$ cat config.mk
export PLATFORM = sky130hd
export DESIGN_NAME = dmem_rr_arbiter
export DESIGN_NICKNAME = d
export VERILOG_FILES = /design/src/rtl/dmem_rr_arbiter.sv
export SDC_FILE = /design/constraint.sdc
export NUM_CORES = 1
export LEC_CHECK = 0
export ABC_AREA = 1
export CAP_MARGIN = 30
export CORE_MARGIN = 1.5
export CORE_UTILIZATION = 47
export CTS_CLUSTER_DIAMETER = 80
export DETAILED_ROUTE_END_ITERATION = 10
export PLACE_DENSITY = 0.85
export SYNTH_ARGS = -nofsm -noshare
export SYNTH_HDL_FRONTEND = slang
export SYNTH_SLANG_ARGS = --single-unit
$ cat constraint.sdc
create_clock -name clk -period 2.61 [get_ports clk]
set_input_delay 0.522 -clock clk [delete_from_list [all_inputs] [get_ports clk]]
set_output_delay 0.522 -clock clk [all_outputs]
set_load 0.01 [all_outputs]
$ cat src/rtl/dmem_rr_arbiter.sv
// Two-port round-robin sequencer in front of the shared delayed data memory.
// Each granted request becomes one rd/wr strobe, then waits for mem_ready under a watchdog.
module dmem_rr_arbiter #(
  parameter int DATA_WIDTH     = 32,
  parameter int ADDR_WIDTH     = 32,
  parameter int TIMEOUT_CYCLES = 64
) (
  input  logic                  clk,
  input  logic                  reset,
  input  logic                  p0_req,
  input  logic                  p0_we,
  input  logic [ADDR_WIDTH-1:0] p0_addr,
  input  logic [DATA_WIDTH-1:0] p0_wdata,
  output logic [DATA_WIDTH-1:0] p0_rdata,
  output logic                  p0_ack,
  input  logic                  p1_req,
  input  logic                  p1_we,
  input  logic [ADDR_WIDTH-1:0] p1_addr,
  input  logic [DATA_WIDTH-1:0] p1_wdata,
  output logic [DATA_WIDTH-1:0] p1_rdata,
  output logic                  p1_ack,
  output logic                  mem_rd_en,
  output logic                  mem_wr_en,
  output logic [ADDR_WIDTH-1:0] mem_address,
  output logic [DATA_WIDTH-1:0] mem_wr_data,
  input  logic [DATA_WIDTH-1:0] mem_rd_data,
  input  logic                  mem_ready,
  output logic                  busy,
  output logic                  grant,
  output logic                  timeout_err
);

  localparam int            CW      = $clog2(TIMEOUT_CYCLES + 1);
  localparam logic [CW-1:0] CNT_MAX = CW'(TIMEOUT_CYCLES);
  localparam logic [CW-1:0] CNT_ONE = CW'(1);
  localparam logic [CW-1:0] CNT_ZERO = CW'(0);

  typedef enum logic [1:0] {
    S_IDLE  = 2'd0,
    S_ISSUE = 2'd1,
    S_WAIT  = 2'd2,
    S_DONE  = 2'd3
  } state_e;

  state_e                  state_q, state_d;
  logic                    last_grant_q, last_grant_d;
  logic                    grant_q, grant_d;
  logic                    we_h_q, we_h_d;
  logic [ADDR_WIDTH-1:0]   addr_h_q, addr_h_d;
  logic [DATA_WIDTH-1:0]   wdata_h_q, wdata_h_d;
  logic [CW-1:0]           cnt_q, cnt_d;
  logic [DATA_WIDTH-1:0]   p0_rdata_q, p0_rdata_d;
  logic [DATA_WIDTH-1:0]   p1_rdata_q, p1_rdata_d;
  logic                    p0_ack_q, p0_ack_d;
  logic                    p1_ack_q, p1_ack_d;
  logic                    rd_en_q, rd_en_d;
  logic                    wr_en_q, wr_en_d;
  logic [ADDR_WIDTH-1:0]   mem_addr_q, mem_addr_d;
  logic                    busy_q, busy_d;
  logic                    terr_q, terr_d;

  // Next-state, hold-register and registered-output computation.
  always_comb begin
    state_d      = state_q;
    last_grant_d = last_grant_q;
    grant_d      = grant_q;
    we_h_d       = we_h_q;
    addr_h_d     = addr_h_q;
    wdata_h_d    = wdata_h_q;
    cnt_d        = cnt_q;
    p0_rdata_d   = p0_rdata_q;
    p1_rdata_d   = p1_rdata_q;
    terr_d       = terr_q;

    case (state_q)
      S_IDLE: begin
        cnt_d = CNT_ZERO;
        if (p0_req || p1_req) begin
          if (p0_req && p1_req) begin
            grant_d = ~last_grant_q;
          end else begin
            grant_d = p1_req;
          end
          if (grant_d) begin
            we_h_d    = p1_we;
            addr_h_d  = p1_addr;
            wdata_h_d = p1_wdata;
          end else begin
            we_h_d    = p0_we;
            addr_h_d  = p0_addr;
            wdata_h_d = p0_wdata;
          end
          state_d = S_ISSUE;
        end else begin
          state_d = S_IDLE;
        end
      end
      S_ISSUE: begin
        state_d = S_WAIT;
      end
      S_WAIT: begin
        cnt_d = cnt_q + CNT_ONE;
        // The memory may not have dropped ready yet in the first WAIT cycle.
        if ((cnt_q != CNT_ZERO) && mem_ready) begin
          state_d = S_DONE;
          if (!we_h_q) begin
            if (grant_q) begin
              p1_rdata_d = mem_rd_data;
            end else begin
              p0_rdata_d = mem_rd_data;
            end
          end else begin
            p0_rdata_d = p0_rdata_q;
          end
        end else if (cnt_d == CNT_MAX) begin
          state_d = S_DONE;
          terr_d  = 1'b1;
          if (grant_q) begin
            p1_rdata_d = {DATA_WIDTH{1'b0}};
          end else begin
            p0_rdata_d = {DATA_WIDTH{1'b0}};
          end
        end else begin
          state_d = S_WAIT;
        end
      end
      S_DONE: begin
        last_grant_d = grant_q;
        cnt_d        = CNT_ZERO;
        state_d      = S_IDLE;
      end
      default: begin
        state_d = S_IDLE;
      end
    endcase

    busy_d     = (state_d != S_IDLE);
    rd_en_d    = (state_d == S_ISSUE) && !we_h_d;
    wr_en_d    = (state_d == S_ISSUE) && we_h_d;
    mem_addr_d = (state_d != S_IDLE) ? addr_h_d : {ADDR_WIDTH{1'b0}};
    p0_ack_d   = (state_d == S_DONE) && !grant_d;
    p1_ack_d   = (state_d == S_DONE) && grant_d;
  end

  // State and output registers with synchronous reset.
  always_ff @(posedge clk) begin
    if (reset) begin
      state_q      <= S_IDLE;
      last_grant_q <= 1'b1;
      grant_q      <= 1'b0;
      we_h_q       <= 1'b0;
      addr_h_q     <= {ADDR_WIDTH{1'b0}};
      wdata_h_q    <= {DATA_WIDTH{1'b0}};
      cnt_q        <= CNT_ZERO;
      p0_rdata_q   <= {DATA_WIDTH{1'b0}};
      p1_rdata_q   <= {DATA_WIDTH{1'b0}};
      p0_ack_q     <= 1'b0;
      p1_ack_q     <= 1'b0;
      rd_en_q      <= 1'b0;
      wr_en_q      <= 1'b0;
      mem_addr_q   <= {ADDR_WIDTH{1'b0}};
      busy_q       <= 1'b0;
      terr_q       <= 1'b0;
    end else begin
      state_q      <= state_d;
      last_grant_q <= last_grant_d;
      grant_q      <= grant_d;
      we_h_q       <= we_h_d;
      addr_h_q     <= addr_h_d;
      wdata_h_q    <= wdata_h_d;
      cnt_q        <= cnt_d;
      p0_rdata_q   <= p0_rdata_d;
      p1_rdata_q   <= p1_rdata_d;
      p0_ack_q     <= p0_ack_d;
      p1_ack_q     <= p1_ack_d;
      rd_en_q      <= rd_en_d;
      wr_en_q      <= wr_en_d;
      mem_addr_q   <= mem_addr_d;
      busy_q       <= busy_d;
      terr_q       <= terr_d;
    end
  end

  assign p0_rdata    = p0_rdata_q;
  assign p1_rdata    = p1_rdata_q;
  assign p0_ack      = p0_ack_q;
  assign p1_ack      = p1_ack_q;
  assign mem_rd_en   = rd_en_q;
  assign mem_wr_en   = wr_en_q;
  assign mem_address = mem_addr_q;
  assign mem_wr_data = wdata_h_q;
  assign busy        = busy_q;
  assign grant       = grant_q;
  assign timeout_err = terr_q;

endmodule
==> summary.txt, run 1 <==
Outcome -> completed
CTS-repair resized insts -> 0
WL per Instance -> 15.0 um
Crit Reg-Reg Startpoint -> cnt_q[1]$_SDFFE_PP0P_
Post-route insts no fill -> 1,577
Worst-skew pair later-pin latency -> 430 ps
Tmin final -> 2310 ps
Max stage delay cell, worst path -> nand3_4
Area Growth Syn to Fin -> 50.6%
CTS max path bufs -> 2
Pwr dens -> 666 mW/mm^2
R2R cell count -> 10
Slew @ Worst Pin -> 517 ps
Worst path max stage delay -> 450 ps
Simple-gate share of the synthesized area -> 31.9%
Die width -> 129 um
Worst-path clk slew -> 60 ps
Synthesized Nets -> 1,260
CP endpoint kind -> flop
CP max FO -> 46
Mapped Cells -> 1,086
Avg Synthesized Cell Area -> 6.90 um^2
Share of layout cells above drive strength 1 -> 5.28%
Final WL -> 23,600 um
Buffers on Ports -> 301
Final period util -> 88.6%
Post-synthesis mux area share -> 0%
Row count -> 45
Yosys reg bits -> 178
RSZ-0062 raised after global routing -> no
Max Cap Violations -> 0
CTS tree -> yes
WP data required -> 2980 ps
Worst-path cell chain -> ha_1, nand2_1, o21bai_1, nor2_1, nand3_2, nand2_4, nand3_4, nand2_1, inv_1, nor2_1
Fmax -> 432 MHz
I/O pin count -> 302
GR Overflow Total -> 0
Launch point of the worst hold path -> last_grant_q$_SDFFE_PP1N_
Post-synthesis sequential area ratio -> 47.6%
Synth Area in Compound Gates -> 8.28%
Residual DRC count -> 0
Synth Cell Area -> 0.00749 mm^2
Cells after DPL -> 1,544
Drt first pass iters -> 6
Clock skew -> 8.07 ps
Startpoint Class -> flop
Routability cong. -> 0.894
NumNets Final -> 1,526
Initial Util -> 48.7%
P_leak -> 4.97 nW
Max-slew violations -> 0
H-Tree Depth -> 4
DR iter-0 viols -> 449
Die Area -> 0.0167 mm^2
Setup crit start -> cnt_q[1]$_SDFFE_PP0P_
CP Class -> reg2reg
Postcts setup bufs -> 0
R2r setup slk -> 300 ps
CTS root buf -> clkbuf_16
Largest net degree at the start of global routing -> 98
CP arrival -> 2680 ps
Hold Path Depth -> 2
Distinct cells, synth -> 25
Peak VDD IR -> 0.576 mV
Post-route setup TNS -> 0 ps
Core box area -> 0.0154 mm^2
Clock sinks -> 178
Final setup violation count -> 0
Core Util, Final -> 73.4%
Hold_buf cts -> 0
Detailed Place HPWL -> 16,200 um
CTS buffer count -> 17
Antenna violations before repair -> 2
Ys Warns -> 0
HP Class -> reg2reg
DRT antenna net count -> 0
Number of global-route vias before repair -> 7,293
Via/cell ratio -> 4.90
Gr usage total -> 27.9%
Die Y -> 129 um
Final hold violation count -> 0
Global-route wire length before repair -> 36,200 um
Slew HR -> 65.5%
Via count -> 7,731
Post-synthesis adder-cell area fraction -> 1.17%
Synth Area in XOR/XNOR -> 0%
Largest family of logic cells by synthesized area -> simple AND/OR/NAND/NOR gates
-- cells by family (layout without fill, tap and decap cells) --
family                     after synthesis  count (layout)
AOI/OAI and AO/OA                      114             114
buffers and inverters                  208             486
adders and majority gates                7               7
and+or+nand+nor                        579             579
other                                    0               2
DFF                                    178             178
-- report_power, final --
group | internal, mW | switching (mW) | total [mW]
clock | 1.63 | 1.08 | 2.70
combinational | 0.808 | 0.889 | 1.70
sequential | 3.00 | 0.112 | 3.11
total | 5.44 | 2.08 | 7.52
-- cell usage after synthesis --
cell type	instances	area, um^2
nand3_1	38	190
inv_1	133	499
buf_6	3	33.8
o21bai_1	2	15.0
nand2_2	2	12.5
ha_1	7	87.6
buf_1	15	56.3
nand4_1	42	263
a31oi_1	32	200
buf_4	3	22.5
a22oi_1	1	7.51
dfxtp_1	178	3560
nand2_1	318	1190
o31ai_1	1	7.51
clkbuf_1	35	131
nor2_1	165	619
o21ai_0	69	345
a21oi_1	8	40.0
nand3_4	1	17.5
buf_2	13	65.1
inv_2	6	22.5
o21ai_1	1	5.00
nand2_4	1	11.3
nor2_2	10	62.6
nand3_2	2	20.0
-- cell type report --
class / count / area, um^2
repair buffers: 316 / 3200
well taps: 211 / 264
fillers: 1179 / 4090
diodes: 2 / 5.00
multi-input cells: 700 / 3110
flip-flops and latches: 178 / 3560
clock inverters: 13 / 180
clock buffers: 18 / 439
inverters: 139 / 522
-- final timing paths --
check                                                  to
worst max-delay path            p1_rdata[21]$_SDFFE_PP0P_
worst min-delay path            last_grant_q$_SDFFE_PP1N_
worst max register to register  p1_rdata[21]$_SDFFE_PP0P_
worst min register to register  last_grant_q$_SDFFE_PP1N_
-- cells in the final DEF (no fill, tap or decap), drive strengths merged --
master	n
ha	7
clkinv	5
a22oi	1
clkbuf	18
diode	2
o21ai	70
nand2	321
bufinv	4
a21oi	8
nor2	175
inv	143
nand4	42
clkdlybuf4s50	301
buf	15
dfxtp	178
a31oi	32
nand3	41
o21bai	2
o31ai	1
-- per-layer routing --
| layer | global-route usage [%] | part of all wire (%) | vias to the layer above |
|---|---|---|---|
| met3 | 10.8 | 11 | 49 |
| met4 | 11.2 | 2.9 | 0 |
| li1 | - | - | 3884 |
| met2 | 46.4 | 47 | 321 |
| met1 | 32.4 | 39 | 3477 |
| met5 | 0 | 0 | - |
-- stage by stage --
step                      setup WS [ps]  power [mW]  hold slack [ps]  area, um^2
final                               296        7.52              468       11300
after global routing                137        7.85              483       11300
after CTS                           320        7.55              469       11300
after detailed placement            286        4.85              463       10700
after global placement              353        4.82              457       10700
after floorplan                     943        3.98              441        7490
-- flip-flops by register name (all words and copies together), names as in the netlist, 2 cells and up --
name         count
addr_h_q        32
mem_address     32
mem_wr_data     32
p0_rdata        32
p1_rdata        32
cnt_q            7
state_q          2
-- critical path, delay by kind of cell (launching register included) --
family	cells	cell delay (ps)
simple gates	7	1390
flops	1	400
compound gates	1	200
fa+ha+maj	1	190
buf+inv	1	70
(Power assumes the default switching activity.)
==> inputs of run 2 (changes only) <==
--- a/config.mk
+++ b/config.mk
@@ -10,6 +10,7 @@
 export CORE_MARGIN = 1.5
-export CORE_UTILIZATION = 47
+export CORE_UTILIZATION = 44
 export CTS_CLUSTER_DIAMETER = 80
 export DETAILED_ROUTE_END_ITERATION = 10
-export PLACE_DENSITY = 0.85
+export PLACE_DENSITY = 0.8
+export REMOVE_ABC_BUFFERS = 1
 export SYNTH_ARGS = -nofsm -noshare
==> constraint.sdc (replaced) <==
create_clock -name clk -period 2.3 [get_ports clk]
set_input_delay 0.69 -clock clk [delete_from_list [all_inputs] [get_ports clk]]
set_output_delay 0.69 -clock clk [all_outputs]
set_load 0.01 [all_outputs]
==> run 2 against run 1 <==
  * Power rose by 11%
  * Sequential share of layout area fell by 0.25 points
  * Flip-flop and latch count did not move
  * Final cell count rose by 1.0%
  * Sequential power rose by 14%
  * Core utilization fell by 4.8 points
==> summary.txt, run 2 (synthesis results as in run 1) <==
Outcome -> completed
Via/cell ratio -> 4.74
CP Class -> reg2out
Most frequent cells in the layout -> 317 x nand2_1, 300 x clkdlybuf4s50_1, 178 x dfxtp_1
HP Class -> reg2reg
WL per Instance -> 14.0 um
Drt first pass iters -> 6
WP data required -> 1610 ps
Fmax -> 465 MHz
Slew @ Worst Pin -> 486 ps
CP max FO -> 5
DR iter-0 viols -> 349
Buffers on Ports -> 301
H-Tree Depth -> 4
Row count -> 47
CP arrival -> 1460 ps
Final WL -> 22,300 um
Antenna violations before repair -> 1
CP endpoint kind -> output port
GR Overflow Total -> 0
Die Y -> 133 um
Postcts setup bufs -> 0
Peak VDD IR -> 0.654 mV
Max-slew violations -> 0
Global-route wire length before repair -> 35,500 um
Initial Util -> 45.2%
I/O pin count -> 302
R2r setup slk -> 400 ps
Clock skew -> 11.0 ps
Area Growth Syn to Fin -> 51.8%
CP Depth -> 1
Worst-path cell chain -> clkdlybuf4s50_1
Gr usage total -> 24.9%
Clock sinks -> 178
CTS max path bufs -> 2
RSZ-0062 raised after global routing -> no
P_leak -> 5.00 nW
Final setup violation count -> 0
Commonest non-fill, non-tap cell in the layout -> nand2_1
CTS-repair resized insts -> 0
Tmin final -> 2150 ps
Worst path max stage delay -> 610 ps
Die Area -> 0.0178 mm^2
DRT antenna net count -> 0
Post-route setup TNS -> 0 ps
Max stage delay cell, worst path -> clkdlybuf4s50_1
Detailed Place HPWL -> 15,600 um
Setup crit start -> grant$_SDFF_PP0_
Worst path bufs/invs -> 1
Reg-to-Reg End -> mem_address[26]$_SDFF_PP0_
Die width -> 133 um
Final hold violation count -> 0
Crit Reg-Reg Startpoint -> cnt_q[1]$_SDFFE_PP0P_
Pre-CTS setup slack -> 81.1 ps
Routability cong. -> 0.830
Worst-skew pair later-pin latency -> 420 ps
CTS buffer count -> 17
Core box area -> 0.0166 mm^2
Cell Area, Placed -> 0.0108 mm^2
Crit path max-delay family -> buffers and inverters
PnR worst setup slack -> 149 ps
Number of global-route vias before repair -> 7,205
Worst-path clk slew -> 70 ps
Via count -> 7,547
Post-route cell area -> 0.0114 mm^2
Slew HR -> 67.6%
Residual DRC count -> 0
Max Cap Violations -> 0
R2R cell count -> 11
Core Util, Final -> 68.6%
CP Capture Point -> grant
CTS root buf -> clkbuf_16
Share of layout cells above drive strength 1 -> 5.83%
WHS -> 471 ps
Pwr dens -> 735 mW/mm^2
CTS tree -> yes
Largest net degree at the start of global routing -> 56
Hold_buf cts -> 0
Startpoint Class -> flop
NumNets Final -> 1,533
Final period util -> 93.5%
## run 2: worst min path at each step
stage / from / to / slack [ps] / depth (start not counted)
4_1_cts: last_grant_q$_SDFFE_PP1N_ / last_grant_q$_SDFFE_PP1N_ / 480 / 2
2_1_floorplan: last_grant_q$_SDFFE_PP1N_ / last_grant_q$_SDFFE_PP1N_ / 440 / 2
3_3_place_gp: timeout_err$_SDFFE_PP0P_ / timeout_err$_SDFFE_PP0P_ / 450 / 2
6_report: last_grant_q$_SDFFE_PP1N_ / last_grant_q$_SDFFE_PP1N_ / 470 / 2
3_5_place_dp: last_grant_q$_SDFFE_PP1N_ / last_grant_q$_SDFFE_PP1N_ / 470 / 2
5_1_grt: last_grant_q$_SDFFE_PP1N_ / last_grant_q$_SDFFE_PP1N_ / 510 / 2
## run 2: metal layers
layer / share of wire [%] / track usage [%] / vias to the layer above
met5: 0 / 0 / -
met4: 2.1 / 8.33 / 0
met3: 11 / 10.1 / 32
met2: 47 / 41.4 / 282
met1: 40 / 29.2 / 3330
li1: - / - / 3903
## run 2: final cells by class
class | instances | area (um^2)
clock inverter | 14 | 143
multi-input combinational | 700 | 3110
fill | 1428 | 5210
tap | 220 | 275
clock buffer | 18 | 439
inverter | 139 | 522
antenna | 1 | 2.50
timing repair buffer | 323 | 3320
sequential | 178 | 3560
## run 2: power by group
part / internal [mW] / total [mW] / switching (mW)
Clock: 1.56 / 2.87 / 1.31
Sequential: 3.40 / 3.53 / 0.121
Combinational: 0.962 / 1.97 / 1.01
Total: 5.93 / 8.36 / 2.44
## run 2: stage by stage
stage / total power, mW / instances
CTS: 8.43 / 1592
detailed placement: 5.56 / 1560
finish: 8.36 / 1593
floorplan: 4.45 / 1017
global placement: 5.53 / 1560
global route: 8.79 / 1593
